[src/rtl/fpu_ss_mem_responder.sv]
// Memory responder for the FPU coprocessor interface: turns one load/store request into
// OBI word transactions. Define FPU_SS_MEM_DW_SPLIT_EN to run DoubleWords as two beats.
module fpu_ss_mem_responder #(
  parameter int unsigned ID_WIDTH = 4
) (
  input  logic                clk_i,
  input  logic                rst_i,
  input  logic                mem_valid_i,
  output logic                mem_ready_o,
  input  logic [ID_WIDTH-1:0] mem_id_i,
  input  logic [31:0]         mem_addr_i,
  input  logic                mem_we_i,
  input  logic [1:0]          mem_size_i,
  input  logic [63:0]         mem_wdata_i,
  output logic                mem_result_valid_o,
  output logic [ID_WIDTH-1:0] mem_result_id_o,
  output logic [63:0]         mem_result_rdata_o,
  output logic                mem_result_err_o,
  output logic                data_req_o,
  input  logic                data_gnt_i,
  output logic [31:0]         data_addr_o,
  output logic                data_we_o,
  output logic [3:0]          data_be_o,
  output logic [31:0]         data_wdata_o,
  input  logic                data_rvalid_i,
  input  logic [31:0]         data_rdata_i,
  input  logic                data_err_i
);

  // state | meaning
  // IDLE  | ready for a request
  // ADDR  | data_req_o held until grant
  // DATA  | waiting for rvalid of the granted beat
  // RESP  | one-cycle result pulse
  typedef enum logic [1:0] {IDLE, ADDR, DATA, RESP} state_e;

  localparam logic [1:0] SZ_B = 2'b00;
  localparam logic [1:0] SZ_H = 2'b01;
  localparam logic [1:0] SZ_D = 2'b11;

  state_e                state_q, state_d;
  logic [ID_WIDTH-1:0]   id_q;
  logic [31:0]           addr_q;
  logic                  we_q;
  logic [1:0]            size_q;
  logic [63:0]           wdata_q;
  logic [63:0]           rdata_q;
  logic                  err_q;

  logic                  handshake;
  logic                  misaligned;
  logic                  dw_unsupported;
  logic                  req_bad;
  logic                  beat_sel;
  logic                  last_beat;
  logic [4:0]            shamt;
  logic [31:0]           rdata_shifted;
  logic [31:0]           load_word;
  logic [3:0]            be;
  logic                  rvalid_in_data;

  assign handshake      = mem_valid_i & mem_ready_o;
  assign shamt          = {addr_q[1:0], 3'b000};
  assign rdata_shifted  = data_rdata_i >> shamt;
  assign rvalid_in_data = (state_q == DATA) & data_rvalid_i;

  always_comb begin
    misaligned = 1'b0;
    case (mem_size_i)
      SZ_B:    misaligned = 1'b0;
      SZ_H:    misaligned = mem_addr_i[0];
      SZ_D:    misaligned = |mem_addr_i[2:0];
      default: misaligned = |mem_addr_i[1:0];
    endcase
  end

`ifdef FPU_SS_MEM_DW_SPLIT_EN
  logic beat_q;

  assign dw_unsupported = 1'b0;
  assign beat_sel       = beat_q;
  assign last_beat      = (size_q != SZ_D) | beat_q;

  // Beat counter only ever advances after a clean beat 0 of a DoubleWord.
  always_ff @(posedge clk_i) begin
    if (rst_i || state_q == IDLE) begin
      beat_q <= 1'b0;
    end else if (rvalid_in_data && !data_err_i && !last_beat) begin
      beat_q <= 1'b1;
    end
  end
`else
  logic unused_wdata_hi;

  assign dw_unsupported  = (mem_size_i == SZ_D);
  assign beat_sel        = 1'b0;
  assign last_beat       = 1'b1;
  assign unused_wdata_hi = ^wdata_q[63:32];
`endif

  assign req_bad = misaligned | dw_unsupported;

  always_comb begin
    load_word = rdata_shifted;
    case (size_q)
      SZ_B:    load_word = {24'b0, rdata_shifted[7:0]};
      SZ_H:    load_word = {16'b0, rdata_shifted[15:0]};
      default: load_word = rdata_shifted;
    endcase
  end

  always_comb begin
    be = 4'b1111;
    case (size_q)
      SZ_B:    be = 4'b0001 << addr_q[1:0];
      SZ_H:    be = 4'b0011 << addr_q[1:0];
      default: be = 4'b1111;
    endcase
  end

  always_ff @(posedge clk_i) begin
    if (rst_i) begin
      state_q <= IDLE;
    end else begin
      state_q <= state_d;
    end
  end

  always_comb begin
    state_d = state_q;
    case (state_q)
      IDLE: if (handshake) state_d = req_bad ? RESP : ADDR;
      ADDR: if (data_gnt_i) state_d = DATA;
      DATA: if (data_rvalid_i) state_d = (data_err_i || last_beat) ? RESP : ADDR;
      RESP: state_d = IDLE;
      default: state_d = IDLE;
    endcase
  end

  always_comb begin
    mem_ready_o        = 1'b0;
    mem_result_valid_o = 1'b0;
    mem_result_id_o    = '0;
    mem_result_rdata_o = '0;
    mem_result_err_o   = 1'b0;
    data_req_o         = 1'b0;
    data_addr_o        = '0;
    data_we_o          = 1'b0;
    data_be_o          = '0;
    data_wdata_o       = '0;
    case (state_q)
      IDLE: mem_ready_o = ~rst_i;
      ADDR: begin
        data_req_o   = 1'b1;
        // Second DoubleWord beat lands on addr+4; the access is 8-aligned so bit 2 is free.
        data_addr_o  = {addr_q[31:3], addr_q[2] | beat_sel, 2'b00};
        data_we_o    = we_q;
        data_be_o    = be;
        data_wdata_o = beat_sel ? wdata_q[63:32] : (wdata_q[31:0] << shamt);
      end
      RESP: begin
        mem_result_valid_o = 1'b1;
        mem_result_id_o    = id_q;
        mem_result_rdata_o = rdata_q;
        mem_result_err_o   = err_q;
      end
      default: ;
    endcase
  end

  always_ff @(posedge clk_i) begin
    if (rst_i) begin
      id_q    <= '0;
      addr_q  <= '0;
      we_q    <= 1'b0;
      size_q  <= '0;
      wdata_q <= '0;
      rdata_q <= '0;
      err_q   <= 1'b0;
    end else begin
      if (handshake) begin
        id_q    <= mem_id_i;
        addr_q  <= mem_addr_i;
        we_q    <= mem_we_i;
        size_q  <= mem_size_i;
        wdata_q <= mem_wdata_i;
        rdata_q <= '0;
        err_q   <= req_bad;
      end
      if (rvalid_in_data) begin
        if (data_err_i) begin
          err_q   <= 1'b1;
          rdata_q <= '0;
        end else if (!we_q) begin
          if (beat_sel) begin
            rdata_q[63:32] <= data_rdata_i;
          end else begin
            rdata_q <= {32'b0, load_word};
          end
        end
      end
    end
  end

endmodule

[config.mk]
export PLATFORM = sky130hd
export DESIGN_NAME = fpu_ss_mem_responder
export DESIGN_NICKNAME = d
export VERILOG_FILES = /design/src/rtl/fpu_ss_mem_responder.sv
export SDC_FILE = /design/constraint.sdc
export NUM_CORES = 1
export LEC_CHECK = 0
export CORE_UTILIZATION = 40
export CTS_BUF_LIST = sky130_fd_sc_hd__clkbuf_8
export DETAILED_ROUTE_END_ITERATION = 10
export GPL_TIMING_DRIVEN = 0
export PLACE_DENSITY_LB_ADDON = 0.2
export SETUP_SLACK_MARGIN = 0.2
export SLEW_MARGIN = 20
export SYNTH_ARGS = -nofsm -noshare
export SYNTH_HDL_FRONTEND = slang
export SYNTH_SLANG_ARGS = --single-unit
[constraint.sdc]
create_clock -name clk_i -period 2.1 [get_ports clk_i]
set_input_delay 0.63 -clock clk_i [delete_from_list [all_inputs] [get_ports clk_i]]
set_output_delay 0.63 -clock clk_i [all_outputs]
set_load 0.01 [all_outputs]
# Word level (Yosys, flattened, before mapping)

Cells that the tools add are included.

Bits in registers: 138
Input bits: 141
Output and inout bits: 141

Eq/ne operators: 9
Shift operators: 4
Mux-type cells: 25
Bitwise gates (word level): 4
Reduce and logical (&&, ||, !) cells: 6

Operators by type and width:

| cell                                                | number |
|---|---|
| 2-to-1 mux 64 bit                                   | 5 |
| 2-to-1 mux 32 bit                                   | 2 |
| one-hot mux 32 bit (2 select lines)                 | 1 |
| left shift 32 x 5 -> 32 bit                         | 1 |
| >> shifter 32 x 5 -> 32 bit                         | 1 |
| 2-to-1 mux 1 bit                                    | 8 |
| 2-to-1 mux 2 bit                                    | 4 |
| 2-to-1 mux 4 bit                                    | 2 |
| one-hot mux 2 bit (4 select lines)                  | 1 |
| one-hot mux 4 bit (2 select lines)                  | 1 |
| equality test 2 x 1 -> 1 bit, second input constant | 3 |
| equality test 2 bit, second input constant          | 3 |
| zero test 2 bit                                     | 3 |
| inequality test 2 bit, second input constant        | 3 |
| left shift 1 x 2 -> 4 bit, first input constant     | 1 |
| left shift 2 x 2 -> 4 bit, first input constant     | 1 |
| one-hot mux 1 bit (3 select lines)                  | 1 |
| AND reduction 3 bit                                 | 1 |
| OR reduction 3 bit                                  | 1 |
| bitwise AND 1 bit                                   | 2 |
| OR reduction 2 bit                                  | 1 |
| NOT 1 bit                                           | 1 |
| OR 1 bit                                            | 1 |

# Logic depth before layout (Yosys ltp)

Gate-level depths: netlist of run 1.

Depth after elaboration: 7
Mapped depth: 9
Mapped depth without buffers: 6

# Worst setup path before layout of run 1

No wires, ideal clock.

Path kind: register to output
Start: register addr_q[0]
End: output data_be_o[2]
Arrival: 1.456 ns
Data required time: 1.470 ns
Setup slack: 0.014 ns
Stages on the path, launching flop included: 7
Path buffers: 3
Cells stage by stage: dfxtp_1 > buf_2 > nor2b_1 > clkbuf_1 > clkbuf_1 > nand2_1 > a21boi_0

Longest elaborated chain between the ends: 3

RTL lines:

| item                                                                          | line     | RTL |
|---|---|---|
| from (decl)                                                                   | 43       | `logic [31:0] addr_q;` |
| from (signal assigned)                                                        | 183      | `addr_q <= mem_addr_i;` |
| left shift 2 x 2 -> 4 bit / left shift 1 x 2 -> 4 bit (equally long branches) | 116, 115 |  |
| one-hot mux 4 bit (2 select lines) *                                          | 114      | `case (size_q)` |
| 2-to-1 mux 4 bit *                                                            | 151      | `case (state_q)` |
| to (decl)                                                                     | 23       | `output logic [3:0] data_be_o,` |

Every way passes the cells marked *; elsewhere a longest branch is shown, timed or not.

# Worst setup path after layout of run 1

Start: register addr_q[1]
End: output data_wdata_o[26]

Longest elaborated chain between the ends: 2

RTL lines:

| item                        | line | RTL |
|---|---|---|
| left shift 32 x 5 -> 32 bit | 159  | `data_wdata_o = beat_sel ? wdata_q[63:32] : (wdata_q[31:0] << shamt);` |
| 2-to-1 mux 32 bit           | 151  |  |
| to (decl)                   | 24   | `output logic [31:0] data_wdata_o,` |

No other way between the ends.

==> out/results.md, run 1 <==
| Metric | This run |
|:---|:---|
| Result of the run | finished with violations |
| Violated checks | setup timing |
| Initial antenna violation count | 0 |
| Relative max-transition margin | 58.2% |
| Share of flip-flops with an asynchronous set or reset | 0% |
| Required time of the worst setup path | 1470 ps |
| Worst hold slack across all endpoints | 465 ps |
| Fill cell total of the finished layout | 1211 |
| Overall die area | 17000 um2 |
| Path category of the worst min-delay check | reg2reg |
| Footprint of the multi-input gates | 4280 um2 |
| Setup crit start kind | register |
| Vias in the first global route | 6423 |
| Syn-to-layout area delta | 79.6% |
| Top cells by instance count after synthesis | 149 x and2_1, 138 x dfxtp_1, 106 x nand2_1, 96 x o21ai_0, 77 x nand2b_1 |
| Number of H-tree levels | 4 |
| Gp weighted congestion | 0.867 |
| TritonCTS clock tree | built |
| Sequential Area | 2780 um2 |
| Synthesized flop and latch total | 138 |
| Post-route worst setup slack | -335 ps |
| Fraction of final layout cells sized beyond drive strength 1 | 41.1% |
| Post-route fraction of the period consumed by the critical path | 116% |
| Power dissipated by switching net loads | 3.48 mW |
| Total Negative Setup Slacks | -24670 ps |
| Total via count after detailed routing | 6939 |
| EDFF count, synth | 0 |
| Power density over cell area | 844 nW/um2 |
| Portion of total power attributed to the clock network | 22.3% |
| Count of hold buffers inserted by post-cts repair | 0 |
| Comb pwr share | 45.4% |
| Peak clock frequency supported by timing | 411 MHz |
| Count of clock tree sinks | 138 |
| Final core utilization | 74.2% |
| Clk slew on worst S/H paths | 90 ps |
| Sum of net half-perimeters after detailed placement | 15.2 mm |
| Drt pass-1 iters | 5 |
| Iteration-0 DRC count of the detailed router | 506 |
| Insertion delay to the later sink of the worst-skew pair | 460 ps |
| Total global routing overflow | 0 |
| First-pass GRT wire length | 34.3 mm |
| DRC violations left | 0 |
| # IOs | 282 |
| Avg Vias per Cell | 5.14 |
| Ranking of synthesized cells by area | dfxtp_1 42%, and2_1 14%, nand2b_1 7.3%, o21ai_0 7.3%, mux2i_1 6.1% |
| CTS max path bufs | 2 |
| Final slew viol count | 0 |
| Endpoints failing setup | 140 |
| Cell with the most instances after synthesis | and2_1 |
| Cell type contributing the most total cell area after synthesis | dfxtp_1 |
| Top FF cell, synth | dfxtp_1 |
| Port-buffer cells | 247 |
| Synth cell types | 37 |
| Wirelength, routed | 25.0 mm |
| Slew of the pin with the lowest slew margin | 625 ps |
| P_int | 6.54 mW |
| Fraction of the yosys area taken by sequential cells | 41.8% |
| Row Count | 46 |
| Top metal layer carrying routed signals | met4 |
| Largest voltage drop on the vdd net | 442 uV |
| Leakage power total | 5.04 nW |
| Cell at the root of the clock tree | clkbuf_8 |
| Final layout net count | 1267 |
| Starting utilization of the core area | 41.3% |
| Register share of total power | 32.3% |
| Num CTS Buffers | 17 |
| Largest fanout of any net on the critical path | 8 |
| Critical setup path kind | reg2out |
| RSZ-0062 raised after global routing | yes |
| Number of antenna-violating nets in the routed design | 0 |
| YS warnings | 0 |
| Final hold vios | 0 |
| Routed length per instance | 18.5 um |
| Core Area | 16000 um2 |
| Die extent in x | 131 um |
| Final clock skew | 11.4 ps |
| Max capacitance violation total | 0 |
| Routed met1 length | 10.4 mm |
| Crit end category | output pin |
| Detail Route met2 WL | 12.3 mm |
| Die Y-Extent | 131 um |
| Pin count of the biggest net entering global routing | 17 |
| Total routing usage reported by global routing | 26.8% |
| Post-synthesis cell count | 779 |
| Mean post-synth cell area | 8.48 um2 |
| Met3 routed wirelength | 1.77 mm |
| Antenna diode count | 0 |
| Fin crit period | 2440 ps |
| Fraction of post-synthesis cell area in the top cell type by area | 41.8% |
| Cell Area, Synth | 6610 um2 |
| Net Sw Frac | 34.8% |
| Crit path DAT | 1810 ps |
| Total power of the final layout | 10.0 mW |
## sequential cells by signal, summed over array words and instances, names as in the netlist
signal and cells:
rdata_q 64, err_q 1, id_q 4, wdata_q 32, we_q 1, state_q 2, size_q 2, addr_q 32
## worst max-delay path: stages (launching register included)
cell and delay (ps):
dfxtp_4 380, buf_12 140, buf_12 150, mux2i_4 260, nand2_1 100, o211a_1 160
buf_2 150
## repair_timing
action | in CTS | in global routing
pin swaps | 51 | 46
cloned | 14 | 10
endpoints found under the setup margin | 274 | 274
buffers inserted | 34 | 17
gates resized for setup | 832 | 271
## per-stage QoR
step / area, um2 / setup slack [ps] / cells
CTS: 10600 / -321 / 1323
global placement: 9380 / -841 / 1243
global route: 11900 / -362 / 1350
finish: 11900 / -335 / 1350
detailed placement: 9380 / -847 / 1243
floorplan: 6640 / 182 / 780
## logic make-up after synthesis
| group | after synthesis | share of synthesized area [%] |
|---|---|---|
| buffers and inverters | 67 | 4.32 |
| AOI/OAI and AO/OA | 152 | 14.6 |
| adders and majority gates | 5 | 0.947 |
| and+or+nand+nor | 368 | 30.8 |
| DFF | 138 | 41.8 |
| other | 1 | 0.0568 |
| muxes | 48 | 7.42 |
## routing by layer
| layer | track usage, % | vias up |
|---|---|---|
| met3 | 6.60 | 41 |
| met4 | 9.06 | 0 |
| li1 | - | 3284 |
| met5 | 0 | - |
| met2 | 44.6 | 334 |
| met1 | 33.7 | 3280 |
## power by group through the flow
stage | clock [mW] | sequential [mW] | combinational, mW
after detailed placement | 0 | 3.19 | 2.43
after floorplan | 0 | 3.11 | 1.40
after global placement | 0 | 3.18 | 2.41
after global routing | 2.35 | 3.27 | 4.80
after CTS | 2.24 | 3.17 | 3.42
final | 2.23 | 3.23 | 4.55
## cells in the final DEF (no fill, tap or decap), drive strengths merged, types with 10 or more instances in the layout
cell type / instances
clkdlybuf4s50: 106
and2: 149
nor2: 18
o21ai: 96
clkbuf: 53
mux2i: 40
dfxtp: 138
nand2: 106
nand2b: 77
a21o: 10
buf: 240
a22o: 15
## final timing paths
path / slack, ps / start / cells after the start / end
hold reg to reg: 470 / addr_q[13] / 2 / addr_q[13]
setup / recovery: -340 / addr_q[1] / 6 / data_wdata_o[26]
hold / removal: 470 / addr_q[13] / 2 / addr_q[13]
setup reg to reg: -50 / state_q[1] / 9 / rdata_q[1]
## final cells by class
class	count	area share, %
buffer	62	6.14
clock buffer	18	2.09
clock inverter	14	1.25
inverter	5	0.200
multi-input combinational	576	36.0
sequential	138	23.4
tap	216	2.28
timing repair buffer	321	28.6
No activity file was read; power rests on OpenSTA's default activity.
==> run 2: changes to the inputs <==
- CAP_MARGIN: unset -> 10
- clock period: 2.1 -> 2 ns (I/O delays scaled with it)
==> out/results.md, run 2 (synthesized netlist as in run 1, its figures left out) <==
| Metric | This run |
|:---|:---|
| Antenna diode count | 0 |
| Syn-to-layout area delta | 90.7% |
| Crit path DAT | 1780 ps |
| Wirelength, routed | 25.9 mm |
| Iteration-0 DRC count of the detailed router | 439 |
| Total global routing overflow | 0 |
| Die Y-Extent | 131 um |
| Total via count after detailed routing | 6958 |
| DRC violations left | 0 |
| # IOs | 282 |
| Number of flip-flops under the largest register name | 64 |
| Top Registers | rdata_q: 64 flops, addr_q: 32 flops, wdata_q: 32 flops |
| Portion of total power attributed to the clock network | 19.9% |
| Initial antenna violation count | 0 |
| Required time of the worst setup path | 1400 ps |
| Largest fanout of any net on the critical path | 6 |
| Clk slew on worst S/H paths | 90 ps |
| Most common cell after layout, fill and taps aside | buf_6 |
| Net Sw Frac | 36.4% |
| Gp weighted congestion | 0.811 |
| Comb pwr share | 49.3% |
| Crit-path slowest cell | dfxtp_4 |
| First-pass GRT wire length | 35.0 mm |
| Drt pass-1 iters | 7 |
| TritonCTS clock tree | built |
| Slew of the pin with the lowest slew margin | 609 ps |
| Path category of the worst min-delay check | reg2reg |
| Port-buffer cells | 247 |
| Final clock skew | 10.9 ps |
| Starting utilization of the core area | 41.3% |
| Leakage power total | 5.53 nW |
| Power density over cell area | 875 nW/um2 |
| Total routing usage reported by global routing | 27.5% |
| Core Area | 16000 um2 |
| Final core utilization | 78.7% |
| Setup crit start kind | register |
| Overall die area | 17000 um2 |
| Count of hold buffers inserted by post-cts repair | 0 |
| Relative max-transition margin | 59.3% |
| Final slew viol count | 0 |
| Max capacitance violation total | 0 |
| Count of clock tree sinks | 138 |
| Fill cell total of the finished layout | 1058 |
| Fraction of final layout cells sized beyond drive strength 1 | 49.4% |
| Delay-heaviest family, CP | buffers and inverters |
| Number of antenna-violating nets in the routed design | 0 |
| Insertion delay to the later sink of the worst-skew pair | 460 ps |
| Largest voltage drop on the vdd net | 517 uV |
| Routed length per instance | 18.9 um |
| Crit end category | output pin |
| Post-route worst setup slack | -382 ps |
| P_int | 7.01 mW |
| Most flop-heavy register | rdata_q |
| Buffers and inverters on the worst path | 4 |
| Final layout net count | 1284 |
| Violated checks | setup timing |
| Top metal layer carrying routed signals | met4 |
| Result of the run | finished with violations |
| Avg Vias per Cell | 5.09 |
| Power dissipated by switching net loads | 4.01 mW |
| Cell Chain, Critical Path | buf_12 -> buf_16 -> buf_12 -> mux2i_4 -> o21ai_1 -> and2_1 -> buf_2 |
| Die extent in x | 131 um |
| Vias in the first global route | 6543 |
| Fin crit period | 2380 ps |
| Num CTS Buffers | 17 |
| CTS max path bufs | 2 |
| Total power of the final layout | 11.0 mW |
| Final hold vios | 0 |
| Most used cells in the layout excluding fill and tap cells | 165 x buf_6, 134 x dfxtp_1, 115 x and2_4 |
| Routed met1 length | 10.3 mm |
| Detail Route met2 WL | 13.1 mm |
| Critical setup path kind | reg2out |
| RSZ-0062 raised after global routing | yes |
| Register share of total power | 30.8% |
| Cell at the root of the clock tree | clkbuf_8 |
| Pin count of the biggest net entering global routing | 17 |
| Post-route fraction of the period consumed by the critical path | 119% |
| Peak clock frequency supported by timing | 420 MHz |
| Row Count | 46 |
| Sum of net half-perimeters after detailed placement | 15.2 mm |
| Cell with the most instances on the worst path | buf_12 |
| Number of H-tree levels | 4 |
| Met3 routed wirelength | 1.84 mm |
| Worst path max stage delay | 380 ps |
| Endpoints failing setup | 196 |
==> run 2: cell count changes in the layout (fill, tap and decap cells not counted), sizes merged <==
cell	before	now
clkinvlp	5	1
clkbuf	53	55
inv	8	15
bufinv	2	0
buf	240	254
==> run 2: cell type report <==
cell class | count | area, um2 | area share, %
multi-input combinational | 576 | 4610 | 36.6
buffer | 62 | 766 | 6.08
tap | 216 | 270 | 2.15
clock inverter | 15 | 133 | 1.05
sequential | 138 | 2780 | 22.0
timing repair buffer | 338 | 3790 | 30.1
clock buffer | 17 | 234 | 1.86
inverter | 5 | 26.3 | 0.209
==> run 2: stage by stage <==
stage / instance area (um2) / hold slack (ps) / std cells / TNS (ps) / setup slack (ps)
2_1_floorplan: 6680 / 417 / 780 / 0 / 216
3_3_place_gp: 9420 / 429 / 1243 / -117270 / -700
3_5_place_dp: 9420 / 436 / 1243 / -121280 / -710
4_1_cts: 10800 / 462 / 1334 / -38970 / -424
5_1_grt: 12600 / 480 / 1367 / -55820 / -461
6_report: 12600 / 466 / 1367 / -42870 / -382
==> run 2: worst paths after layout <==
check	startpoint	end	slack [ps]	cells past startpoint
setup reg to reg	state_q[0]	rdata_q[3]	-260	10
hold / removal	rdata_q[57]	rdata_q[57]	470	1
hold reg to reg	rdata_q[57]	rdata_q[57]	470	1
setup / recovery	addr_q[1]	data_wdata_o[16]	-380	7
==> run 2: per-layer routing <==
| layer | vias up | GRT usage (%) |
|---|---|---|
| met5 | - | 0 |
| met4 | 0 | 9.80 |
| li1 | 3332 | - |
| met3 | 51 | 7.08 |
| met1 | 3288 | 33.4 |
| met2 | 287 | 47.1 |
==> run 2: repair_timing <==
action                                  in CTS  in global routing
endpoints found under the setup margin     274                274
cloned                                      15                 18
setup buffers                               44                 15
gates resized for setup                    859                437
pin swaps                                   42                111
==> run 2: power groups by stage <==
stage | logic [mW] | clock network, mW | registers (mW)
finish | 5.43 | 2.19 | 3.39
global route | 5.70 | 2.38 | 3.43
CTS | 3.80 | 2.24 | 3.35
detailed placement | 2.61 | 0 | 3.36
global placement | 2.58 | 0 | 3.35
floorplan | 1.51 | 0 | 3.28
==> run 3: changes to the inputs <==
--- a/config.mk
+++ b/config.mk
@@ -8,2 +8,3 @@
 export CAP_MARGIN = 10
+export CORE_ASPECT_RATIO = 2
 export CORE_UTILIZATION = 40
--- a/constraint.sdc
+++ b/constraint.sdc
@@ -3,2 +3,2 @@
 set_output_delay 0.6 -clock clk_i [all_outputs]
-set_load 0.01 [all_outputs]
+set_load 0.1 [all_outputs]
==> out/results.md, run 3 (synthesized netlist as in run 1, its figures left out) <==
| Metric | This run |
|:---|:---|
| Result of the run | finished with violations |
| Violated checks | setup timing |
| DRC violations left | 0 |
| TritonCTS clock tree | built |
| Pin count of the biggest net entering global routing | 17 |
| Setup crit start kind | register |
| Antenna diode count | 0 |
| Footprint of the multi-input gates | 4410 um2 |
| Initial antenna violation count | 0 |
| Post-route worst setup slack | -494 ps |
| Overall die area | 17100 um2 |
| Count of clock tree sinks | 138 |
| Number of flip-flops under the largest register name | 64 |
| Clk slew on worst S/H paths | 80 ps |
| Num CTS Buffers | 17 |
| Insertion delay to the later sink of the worst-skew pair | 460 ps |
| CTS max path bufs | 2 |
| Final layout net count | 1287 |
| Routed length per instance | 22.9 um |
| # IOs | 282 |
| Total Negative Setup Slacks | -61650 ps |
| Drt pass-1 iters | 5 |
| Syn-to-layout area delta | 110% |
| Leakage power total | 5.57 nW |
| Die Y-Extent | 184 um |
| Critical setup path kind | reg2out |
| Top Registers | rdata_q: 64 flops, addr_q: 32 flops, wdata_q: 32 flops |
| Total power of the final layout | 13.3 mW |
| Die extent in x | 92.9 um |
| Post-route fraction of the period consumed by the critical path | 125% |
| Starting utilization of the core area | 40.8% |
| Number of standard cells in the layout, taps in and fillers out | 1358 |
| Final clock skew | 10.1 ps |
| Peak clock frequency supported by timing | 401 MHz |
| Largest voltage drop on the vdd net | 884 uV |
| Power density over cell area | 958 nW/um2 |
| Core Area | 16200 um2 |
| Final hold vios | 0 |
| Fill cell total of the finished layout | 790 |
| Largest fanout of any net on the critical path | 8 |
| RSZ-0062 raised after global routing | yes |
| Number of antenna-violating nets in the routed design | 0 |
| Most used cells in the layout excluding fill and tap cells | 154 x buf_12, 134 x dfxtp_1, 122 x and2_4 |
| Fraction of final layout cells sized beyond drive strength 1 | 46.6% |
| Slew of the pin with the lowest slew margin | 721 ps |
| Cell at the root of the clock tree | clkbuf_8 |
| Total via count after detailed routing | 7365 |
| Total global routing overflow | 0 |
| Worst hold slack across all endpoints | 459 ps |
| Wirelength, routed | 31.1 mm |
| Sum of net half-perimeters after detailed placement | 17.4 mm |
| Worst hold stages | 1 |
| Sequential Area | 2780 um2 |
| Vias in the first global route | 7398 |
| Crit end category | output pin |
| Number of cells on the worst reg-to-reg path | 10 |
| Avg Vias per Cell | 5.42 |
| Fin crit period | 2490 ps |
| Path category of the worst min-delay check | reg2reg |
| Iteration-0 DRC count of the detailed router | 313 |
| Crit path DAT | 1890 ps |
| Most flop-heavy register | rdata_q |
| Row Count | 66 |
| Total routing usage reported by global routing | 31.7% |
| Number of H-tree levels | 4 |
| Required time of the worst setup path | 1400 ps |
| Most common cell after layout, fill and taps aside | buf_12 |
| Max capacitance violation total | 0 |
| Relative max-transition margin | 51.8% |
| Number of placed cells counting well taps | 1231 |
| Endpoints failing setup | 201 |
| Gp weighted congestion | 0.855 |
| First-pass GRT wire length | 40.2 mm |
| Final slew viol count | 0 |
| Port-buffer cells | 247 |
==> run 3: changes by cell type in the layout (fill, tap and decap cells not counted), moves of 12 or more <==
cell     previous run  this run
and2_1             34        17
buf_6             165        47
buf_12             11       154
nand2_1            40        87
buf_8              31        19
buf_2              19         2
nand2_4            35         6
o21ai_2            25         7
nand2_2            31        13
o21ai_0            19        41
==> run 3: worst max-delay path: stages (launching register included) <==
cell and delay (ps):
dfxtp_4 370, inv_4 70, ha_4 180, nand2b_4 70, clkbuf_16 150, nor2_4 130
buf_12 130, and2_4 150, buf_12 170
==> run 3: path summary, 6_finish.rpt <==
path / slack, ps / startpoint / to
setup / recovery: -490 / state_q[1] / data_wdata_o[5]
hold / removal: 460 / rdata_q[39] / rdata_q[39]
setup reg to reg: -400 / state_q[0] / rdata_q[7]
hold reg to reg: 460 / rdata_q[39] / rdata_q[39]
==> run 3: final cells by class <==
cell class,count,share of cell area [%]
timing repair buffer,341,36.9
multi-input combinational,576,31.9
sequential,138,20.0
buffer,62,6.16
clock buffer,19,1.89
tap,204,1.84
clock inverter,13,1.09
inverter,5,0.181
==> run 3: metrics by stage <==
stage	instance area [um2]	setup slack (ps)	util, %
after global placement	9830	-1350	60.7
after CTS	12700	-497	78.5
after floorplan	7100	-236	-
after detailed placement	9830	-1390	60.7
final	13800	-494	85.5
after global routing	13800	-549	85.5
==> run 3: routing by layer <==
| layer | routed length, um | GRT usage [%] | vias up |
|---|---|---|---|
| li1 | - | - | 3325 |
| met1 | 9760 | 27.5 | 3492 |
| met2 | 16800 | 61.0 | 407 |
| met3 | 2110 | 8.89 | 141 |
| met4 | 2370 | 20.2 | 0 |
| met5 | 0 | 0 | - |
==> run 3: power by group <==
part | total [mW] | leakage (nW) | internal [mW] | switching (mW)
clock | 2.45 | 0.220 | 1.29 | 1.16
sequential | 3.41 | 1.13 | 3.08 | 0.335
combinational | 7.40 | 4.23 | 3.58 | 3.82
total | 13.3 | 5.57 | 7.95 | 5.32
==> run 3: what timing repair did <==
action / in CTS / in global routing
endpoints found under the setup margin: 275 / 277
hold buffers: 0 / 0
gates resized for setup: 1455 / 206
setup buffers: 38 / 26
pin swaps: 38 / 46
cloned: 10 / 21
